$ cat src/rtl/z80_bus_master.sv
// z80_bus_master: Z80-style T-state bus master for memory, I/O and M1 cycles
// Optional M1 refresh cycles are enabled by defining Z80BUS_RFSH_EN.
module z80_bus_master #(
   parameter int AW     = 16,
   parameter int MEM_WS = 0,
   parameter int IO_WS  = 1
) (
   input  logic          clk,
   input  logic          rst,
   input  logic          req_valid,
   output logic          req_ready,
   input  logic [2:0]    req_type,
   input  logic [AW-1:0] req_addr,
   input  logic [7:0]    req_wdata,
   output logic          rsp_valid,
   output logic [7:0]    rsp_rdata,
   output logic [AW-1:0] a,
   input  logic [7:0]    d_in,
   output logic [7:0]    d_out,
   output logic          d_oe,
   output logic          mreq_n,
   output logic          iorq_n,
   output logic          rd_n,
   output logic          wr_n,
   output logic          m1_n,
   output logic          rfsh_n,
   input  logic          wait_n,
   input  logic          busrq_n,
   output logic          busak_n
);
`ifdef Z80BUS_RFSH_EN
   localparam bit RFSH = 1'b1;
`else
   localparam bit RFSH = 1'b0;
`endif
   localparam logic [2:0] MRD = 3'd0, MWR = 3'd1, IORD = 3'd2, IOWR = 3'd3, M1 = 3'd4;
   typedef enum logic [2:0] {IDLE, T1, T2, TW, T3, T4, BUSAK} state_t;
   state_t        state_q, state_d;
   logic [2:0]    typ_q, typ_d, cnt_q, cnt_d, ws;
   logic [AW-1:0] addr_q, addr_d, a_q, a_d;
   logic [7:0]    dat_q, dat_d, d_out_q, d_out_d, rdata_q, rdata_d;
   logic [6:0]    r_q, r_d;
   logic          rsp_q, rsp_d, ready_q, ready_d, d_oe_q, d_oe_d, busak_n_q, busak_n_d;
   logic          mreq_n_q, mreq_n_d, iorq_n_q, iorq_n_d, rd_n_q, rd_n_d;
   logic          wr_n_q, wr_n_d, m1_n_q, m1_n_d, rfsh_n_q, rfsh_n_d;
   logic          m1c, act, mid, ftch, rf;
   assign ws = (typ_q == IORD || typ_q == IOWR) ? 3'(IO_WS) : (typ_q == M1) ? 3'd0 : 3'(MEM_WS);
   // state register, latched request and registered bus outputs
   always_ff @(posedge clk) begin
      if (rst) begin
         state_q   <= IDLE;
         typ_q     <= MRD;
         addr_q    <= '0;
         cnt_q     <= 3'd0;
         dat_q     <= 8'h00;
         r_q       <= 7'd0;
         a_q       <= '0;
         d_out_q   <= 8'hFF;
         rdata_q   <= 8'hFF;
         rsp_q     <= 1'b0;
         ready_q   <= 1'b0;
         d_oe_q    <= 1'b0;
         busak_n_q <= 1'b1;
         mreq_n_q  <= 1'b1;
         iorq_n_q  <= 1'b1;
         rd_n_q    <= 1'b1;
         wr_n_q    <= 1'b1;
         m1_n_q    <= 1'b1;
         rfsh_n_q  <= 1'b1;
      end else begin
         state_q   <= state_d;
         typ_q     <= typ_d;
         addr_q    <= addr_d;
         cnt_q     <= cnt_d;
         dat_q     <= dat_d;
         r_q       <= r_d;
         a_q       <= a_d;
         d_out_q   <= d_out_d;
         rdata_q   <= rdata_d;
         rsp_q     <= rsp_d;
         ready_q   <= ready_d;
         d_oe_q    <= d_oe_d;
         busak_n_q <= busak_n_d;
         mreq_n_q  <= mreq_n_d;
         iorq_n_q  <= iorq_n_d;
         rd_n_q    <= rd_n_d;
         wr_n_q    <= wr_n_d;
         m1_n_q    <= m1_n_d;
         rfsh_n_q  <= rfsh_n_d;
      end
   end
   // next state: acceptance, forced/requested waits, completion and refresh counter
   always_comb begin
      state_d = state_q;
      typ_d   = typ_q;
      addr_d  = addr_q;
      d_out_d = d_out_q;
      cnt_d   = cnt_q;
      dat_d   = dat_q;
      r_d     = r_q;
      rsp_d   = 1'b0;
      rdata_d = rdata_q;
      case (state_q)
         IDLE: begin
            if (!busrq_n) state_d = BUSAK;
            else if (req_valid && ready_q) begin
               state_d = T1;
               typ_d   = req_type;
               addr_d  = req_addr;
               d_out_d = req_wdata;
            end
         end
         T1: begin
            state_d = typ_q > M1 ? IDLE : T2;
            rsp_d   = typ_q > M1;
            rdata_d = typ_q > M1 ? 8'hFF : rdata_q;
         end
         T2: begin
            state_d = (ws != 3'd0 || !wait_n) ? TW : T3;
            cnt_d   = ws != 3'd0 ? ws - 3'd1 : 3'd0;
         end
         TW: begin
            state_d = (cnt_q != 3'd0 || !wait_n) ? TW : T3;
            cnt_d   = cnt_q != 3'd0 ? cnt_q - 3'd1 : 3'd0;
         end
         T3: begin
            state_d = typ_q == M1 ? T4 : IDLE;
            rsp_d   = typ_q != M1;
            rdata_d = typ_q == M1 ? rdata_q : (typ_q == MRD || typ_q == IORD) ? d_in : 8'hFF;
         end
         T4: begin
            state_d = IDLE;
            rsp_d   = 1'b1;
            rdata_d = dat_q;
            r_d     = r_q + 7'd1;
         end
         default: state_d = busrq_n ? IDLE : BUSAK;
      endcase
      if ((state_q == T2 || state_q == TW) && state_d == T3 && typ_q == M1) dat_d = d_in;
   end
   // bus outputs decoded from the state being entered so they are registered
   always_comb begin
      m1c       = typ_d == M1;
      act       = state_d == T1 || state_d == T2 || state_d == TW || state_d == T3;
      mid       = state_d == T2 || state_d == TW || state_d == T3;
      ftch      = m1c && (state_d == T1 || state_d == T2 || state_d == TW);
      rf        = RFSH && m1c && (state_d == T3 || state_d == T4);
      mreq_n_d  = !(((typ_d == MRD || typ_d == MWR) && act) || ftch || (rf && state_d == T3));
      rd_n_d    = !((typ_d == MRD && act) || (typ_d == IORD && mid) || ftch);
      wr_n_d    = !((typ_d == MWR || typ_d == IOWR) && mid);
      iorq_n_d  = !((typ_d == IORD || typ_d == IOWR) && mid);
      m1_n_d    = !ftch;
      rfsh_n_d  = !rf;
      d_oe_d    = (typ_d == MWR || typ_d == IOWR) && act;
      busak_n_d = state_d != BUSAK;
      ready_d   = state_d == IDLE && busrq_n;
      a_d       = state_d == BUSAK ? '0 : rf ? AW'(r_q) : addr_d;
   end
   assign req_ready = ready_q;
   assign rsp_valid = rsp_q;
   assign rsp_rdata = rdata_q;
   assign a         = a_q;
   assign d_out     = d_out_q;
   assign d_oe      = d_oe_q;
   assign mreq_n    = mreq_n_q;
   assign iorq_n    = iorq_n_q;
   assign rd_n      = rd_n_q;
   assign wr_n      = wr_n_q;
   assign m1_n      = m1_n_q;
   assign rfsh_n    = rfsh_n_q;
   assign busak_n   = busak_n_q;
endmodule
$ cat config.mk
export PLATFORM = sky130hd
export DESIGN_NAME = z80_bus_master
export DESIGN_NICKNAME = d
export VERILOG_FILES = /design/src/rtl/z80_bus_master.sv
export SDC_FILE = /design/constraint.sdc
export NUM_CORES = 1
export LEC_CHECK = 0
export ABC_CLOCK_PERIOD_IN_PS = 2080
export CORE_ASPECT_RATIO = 2
export CORE_UTILIZATION = 47
export DETAILED_ROUTE_END_ITERATION = 7
export GPL_ROUTABILITY_DRIVEN = 0
export HOLD_SLACK_MARGIN = 0.06
export PLACE_DENSITY = 0.89
export SETUP_SLACK_MARGIN = 0.15
export SYNTH_ARGS = -nofsm -noshare
export SYNTH_HDL_FRONTEND = slang
export SYNTH_SLANG_ARGS = --single-unit
$ cat constraint.sdc
create_clock -name clk -period 2.08 [get_ports clk]
set_input_delay 0.624 -clock clk [delete_from_list [all_inputs] [get_ports clk]]
set_output_delay 0.624 -clock clk [all_outputs]
set_load 0.01 [all_outputs]
==> impl_metrics.yaml, run 1 <==
floorplan:
  die_area_mm2: 0.006330
  floorplan.initialDensity_pct: 48.96
  pin_count: 82
  floorplan.core_area_mm2: 0.005758
  fp.dieW_um: 56.76
  placement_rows: 39
  floorplan.die.height_um: 111.5
detailed_routing:
  drt_iter0_drc: 133
  vias: 2505
  routed_via_density: 5.399
  drtPass1Iterations: 6
  route.final.wire_length_um: 7576
  routed_wire_length_per_instance_um: 16.33
  post-route-drc-count: 6
  antenna_left: 0
synthesis:
  synthesis.area_per_instance_um2: 9.491
  async_reset_ff_share_pct: 0
  synth_compound_area_share_pct: 10.74
  seq_area_frac_synth_pct: 52.55
  post_synth_fa_ha_maj_area_fraction_pct: 0
  synth.area.mux_share_pct: 10.34
  ys_dominant_reg_cell: "dfxtp_1"
  flip_flop_and_latch_count_after_synthesis: 74
  synth.cell_area_mm2: 0.002819
  main_combinational_cell_family_by_area_after_synthesis: "simple AND/OR/NAND/NOR gates"
  synth_simple_gate_area_share_pct: 21.22
  synth_enable_flop_cells: 0
  synth.net_count: 337
  synth.yosys.warnings: 0
  post_synth_xor_area_fraction_pct: 0
  yosys.cell_types.count: 40
  synthCells: 297
global_routing:
  grt.total_usage_pct: 24.50
  grt_remaining_overflow: 0
  antenna_found_initial: 0
  grt_pass1_wl_um: 11500
  grt_start_max_net_pins: 40
  grt_pass1_vias: 2519
worst_setup_path:
  timing.critical_path.required_ns: 2.28
  timing.critical_path.arrival_ns: 2.18
  timing.critical_path.from_type: "register"
  path_max_fanout: 3
  timing.rr.start: "typ_q[0]"
  critical_path_class: "reg -> reg"
  end_kind: "register"
  startpoint: "typ_q[0]"
timing:
  grt_setup_unrepaired: "true"
  finalClockSkew_ns: 0.004059
  timing.final.crit_period_ns: 1.980
  report.final.hold_viol_count: 0
  final.period_utilization_pct: 95.18
  finalMaxSlewViolations: 0
  timing.hold.ws_ns: 0.4831
  setup_viol_count_final: 0
  fmax_mhz: 505.1
cts:
  clock-root-buffer: "clkbuf_16"
  worst_setup_hold_path_clk_slew_ns: 0.05
  cts-htree-levels: 3
  hold_buffers: 0
  cts_sinks: 74
  cts-buffers-inserted: 9
  tritoncts_clock_tree: "yes"
  clock_path_buffers: 2
  clock_insertion_delay_worst_skew_ns: 0.33
finish:
  finish.instance_area_mm2: 0.004308
  layout.cells.most_common_list: "76 x clkdlybuf4s50_1, 69 x dfxtp_1, 41 x nor2_1, 26 x nor3_1, 26 x buf_4"
  post_route_cells_drive_above_1_share_pct: 19.85
  flow.area_growth_from_synthesis_pct: 52.82
  antennaDiodeCount: 0
  mostFrequentLayoutCell: "clkdlybuf4s50_1"
  final_net_count: 438
  final.fill_count: 382
  layout.core_utilization_pct: 74.82
run:
  cap_violations: 0
placement:
  placed_area_mm2: 0.003794
  dp_hpwl_um: 4901
  numPortBuffers: 80
min_path:
  timing.hold.worst.class: "reg -> reg"
  launch_instance_of_the_worst_min_delay_path: "addr_q[2]"
outcome:
  failed_checks: "DRC"
  run_status: "finished with violations"
pwr:
  p_per_area_mw_per_mm2: 852.7
  power_leakage_nw: 1.600
  max-vdd-ir-drop_v: 0.0008117
==> metal layers <==
layer  vias to the layer above  wire length (µm)  global-route usage, %
li1                       1214                 -                      -
met1                      1172              2472                  21.43
met2                        93              4336                  44.76
met3                        26               421                  6.969
met4                         0               345                  19.02
met5                         -                 0                      0
==> Yosys cell counts (2+ instances only) <==
library cell  count  share of area, %
a211o_1           8               2.5
a21oi_1          14               2.5
and2_1            2              0.44
and3_1            4              0.89
buf_2             8               1.4
clkbuf_1         12               1.6
dfxtp_1          74                53
inv_1            10               1.3
mux2i_1          28               9.9
nand2_1           6              0.80
nand2b_1         13               2.9
nor2_1           41               5.5
nor2b_1          11               2.4
nor3_1           26               4.6
o21ai_0           4              0.71
o22ai_1           9               2.0
or3_1             3              0.67
or3b_1            2              0.62
==> flip-flops by register name, summed over array words and instances (netlist names) <==
register   cells
rd_n           1
m1_n           1
req_ready      1
rsp_rdata      8
rsp_valid      1
busak_n        1
state_q        3
iorq_n         1
d_out          8
cnt_q          3
d_oe           1
a             16
mreq_n         1
dat_q          8
typ_q          3
wr_n           1
addr_q        16
==> stage by stage <==
step / setup WS [ns] / setup TNS [ns] / total power, mW / std cells
2_1_floorplan: 0.1848 / 0 / 1.773 / 297
3_3_place_gp: -0.2861 / -5.599 / 2.014 / 443
3_5_place_dp: -0.3848 / -6.385 / 2.027 / 443
4_1_cts: 0.08430 / 0 / 3.659 / 461
5_1_grt: 0.03030 / 0 / 3.824 / 464
6_report: 0.1002 / 0 / 3.673 / 464
==> cells by family after synthesis <==
kind of cell	count (synthesis)
simple gates	116
mux	29
buf+inv	32
compound gates	45
other cells	1
flops	74
==> critical path, cell delays in order (launching register included) <==
cell       delay, ns
dfxtp_2         0.32
or3b_4          0.42
buf_6           0.14
or3_4           0.33
o221a_4         0.14
a2111oi_4       0.35
a22oi_1         0.15
==> where the power goes <==
group,leakage [nW],switching (mW),internal (mW)
Combinational,0.846,0.275,0.309
Sequential,0.601,0.0303,1.47
Clock,0.152,0.562,1.03
Total,1.60,0.867,2.81
==> what timing repair did <==
action	4_1_cts	5_1_grt
gates resized for setup	19	22
pin swaps	9	9
buffers inserted	2	3
gates cloned	0	0
setup endpoints to repair	11	38
==> cell type report <==
cell class              instances  area, µm²  area share, %
clock buffers                  13      270.3          6.274
clock inverters                 3      46.29          1.075
inverters                      10      37.54         0.8713
multi-input cells             191       1328          30.82
flip-flops and latches         74       1488          34.53
well taps                      61      76.32          1.772
repair buffers                112       1062          24.66
==> path summary, 6_finish.rpt <==
check	endpoint	depth (start not counted)	slack, ns
worst max-delay path	mreq_n	6	0.10
worst max register to register	mreq_n	6	0.10
worst min-delay path	addr_q[2]	2	0.48
worst min register to register	addr_q[2]	2	0.48
Power figures use the tool's default switching activity.
==> inputs of run 2 (changes only) <==
Settings changed: CORE_ASPECT_RATIO 2 to 0.9, PLACE_DENSITY 0.89 to 0.77, TNS_END_PERCENT from default to 1.
==> impl_metrics.yaml, run 2 (synthesis results as in run 1) <==
outcome:
  run_status: "finished clean"
floorplan:
  fp.dieW_um: 83.64
  floorplan.die.height_um: 75.47
  die_area_mm2: 0.006312
  pin_count: 82
  placement_rows: 26
  floorplan.initialDensity_pct: 49.24
  floorplan.core_area_mm2: 0.005725
global_routing:
  antenna_found_initial: 0
  grt_remaining_overflow: 0
  grt_pass1_vias: 2337
  grt_pass1_wl_um: 11040
  grt.total_usage_pct: 22.46
  grt_start_max_net_pins: 62
timing:
  fmax_mhz: 517.3
  finalMaxSlewViolations: 0
  setup_viol_count_final: 0
  final.period_utilization_pct: 92.93
  timing.final.crit_period_ns: 1.933
  report.final.hold_viol_count: 0
  grt_setup_unrepaired: "true"
  finalClockSkew_ns: 0.007141
min_path:
  launch_instance_of_the_worst_min_delay_path: "cnt_q[2]"
  hold_depth: 2
  timing.hold.worst.class: "reg -> reg"
worst_setup_path:
  critical_path_class: "reg -> reg"
  timing.critical_path.arrival_ns: 2.15
  timing.critical_path.from_type: "register"
  path_max_fanout: 4
  end_kind: "register"
  startpoint: "typ_q[0]"
  timing.critical_path.required_ns: 2.30
  setup.reg_to_reg.worst_slack_ns: 0.15
  worst_setup_path_endpoint: "mreq_n"
  crit-reg2reg-capture: "mreq_n"
  reg2reg_depth: 7
  timing.rr.start: "typ_q[0]"
cts:
  tritoncts_clock_tree: "yes"
  clock-root-buffer: "clkbuf_8"
  clock_insertion_delay_worst_skew_ns: 0.34
  cts_sinks: 74
  cts-buffers-inserted: 9
  worst_setup_hold_path_clk_slew_ns: 0.08
  clock_path_buffers: 2
  cts-htree-levels: 3
finish:
  multi_input_area_mm2: 0.001274
  final.fill_count: 453
  seqCellArea_mm2: 0.001485
  final_net_count: 439
  layout.cells.most_common_list: "76 x clkdlybuf4s50_1, 71 x dfxtp_1, 41 x nor2_1, 30 x buf_4"
  post_route_cells_drive_above_1_share_pct: 16.87
  instances_no_fill: 473
  antennaDiodeCount: 0
  mostFrequentLayoutCell: "clkdlybuf4s50_1"
  flow.area_growth_from_synthesis_pct: 46.87
pwr:
  p_per_area_mw_per_mm2: 756.9
  max-vdd-ir-drop_v: 0.0006052
  power.clock.fraction_pct: 34.5
  switching_share_pct: 25.35
  netSwitchingPower_mw: 0.7943
  internal_portion_of_total_power_mw: 2.340
  seq_power_share_pct: 47.7
  power_leakage_nw: 1.521
  comb_power_share_pct: 17.8
  finalPower_mw: 3.134
detailed_routing:
  met3_wirelength_um: 432
  vias: 2475
  met2_routed_wl_um: 3308
  drtPass1Iterations: 4
  drt_iter0_drc: 116
  met1Wirelength_um: 3141
  routed_wire_length_per_instance_um: 14.66
  antenna_left: 0
  post-route-drc-count: 0
  route.top_layer_used: "met4"
  route.final.wire_length_um: 6936
  routed_via_density: 5.233
placement:
  dp_hpwl_um: 4503
  numPortBuffers: 80
  post-place-cells: 453
run:
  cap_violations: 0
==> run 2: worst min-delay path by stage <==
stage / end
floorplan: cnt_q[2]
global placement: rsp_rdata[7]
detailed placement: cnt_q[2]
CTS: cnt_q[2]
global route: cnt_q[2]
finish: cnt_q[2]
==> run 2: power by group through the flow <==
stage	clock, mW	sequential, mW	combinational, mW
after floorplan	0	1.53	0.241
after CTS	1.11	1.49	0.526
after global placement	0	1.52	0.490
after detailed placement	0	1.52	0.501
final	1.08	1.49	0.557
after global routing	1.18	1.50	0.600
==> run 2: critical path, stage by stage (launching register included) <==
cell and delay [ns]:
dfxtp_1 0.31, or3b_4 0.44, nor3_4 0.19, a2111oi_2 0.07, buf_4 0.14, o21a_4 0.12, a2111oi_4 0.39, a22oi_1 0.14
==> run 2: final cells by class <==
class | count | share of cell area [%]
sequential | 74 | 35.87
multi-input combinational | 191 | 30.76
timing repair buffer | 113 | 25.69
clock buffer | 10 | 3.324
tap | 70 | 2.115
clock inverter | 5 | 1.330
inverter | 10 | 0.9066
==> run 2: stage by stage <==
stage / hold slack [ns] / setup slack (ns) / setup TNS (ns) / utilization, % / area, µm²
final: 0.4854 / 0.1470 / 0 / 72.31 / 4140
after global routing: 0.5107 / 0.03824 / 0 / 72.31 / 4140
after CTS: 0.4838 / 0.1450 / 0 / 71.31 / 4083
after detailed placement: 0.4685 / -0.3967 / -7.373 / 66.74 / 3821
after global placement: 0.4623 / -0.3196 / -5.709 / 66.74 / 3821
after floorplan: 0.4445 / 0.1848 / 0 / - / 2819
==> run 2: metal layers <==
| layer | global-route usage [%] | up-vias |
|---|---|---|
| met4 | 5.650 | 0 |
| met5 | 0 | - |
| li1 | - | 1219 |
| met3 | 7.476 | 5 |
| met2 | 38.30 | 84 |
| met1 | 28.02 | 1167 |
==> run 2: repair_timing <==
| action | 4_1_cts | 5_1_grt |
|---|---|---|
| setup buffers | 3 | 2 |
| setup endpoints to repair | 14 | 17 |
| endpoints found under the hold margin | 0 | 0 |
| pin swaps | 5 | 5 |
| gates resized for setup | 12 | 13 |
| hold buffers | 0 | 0 |
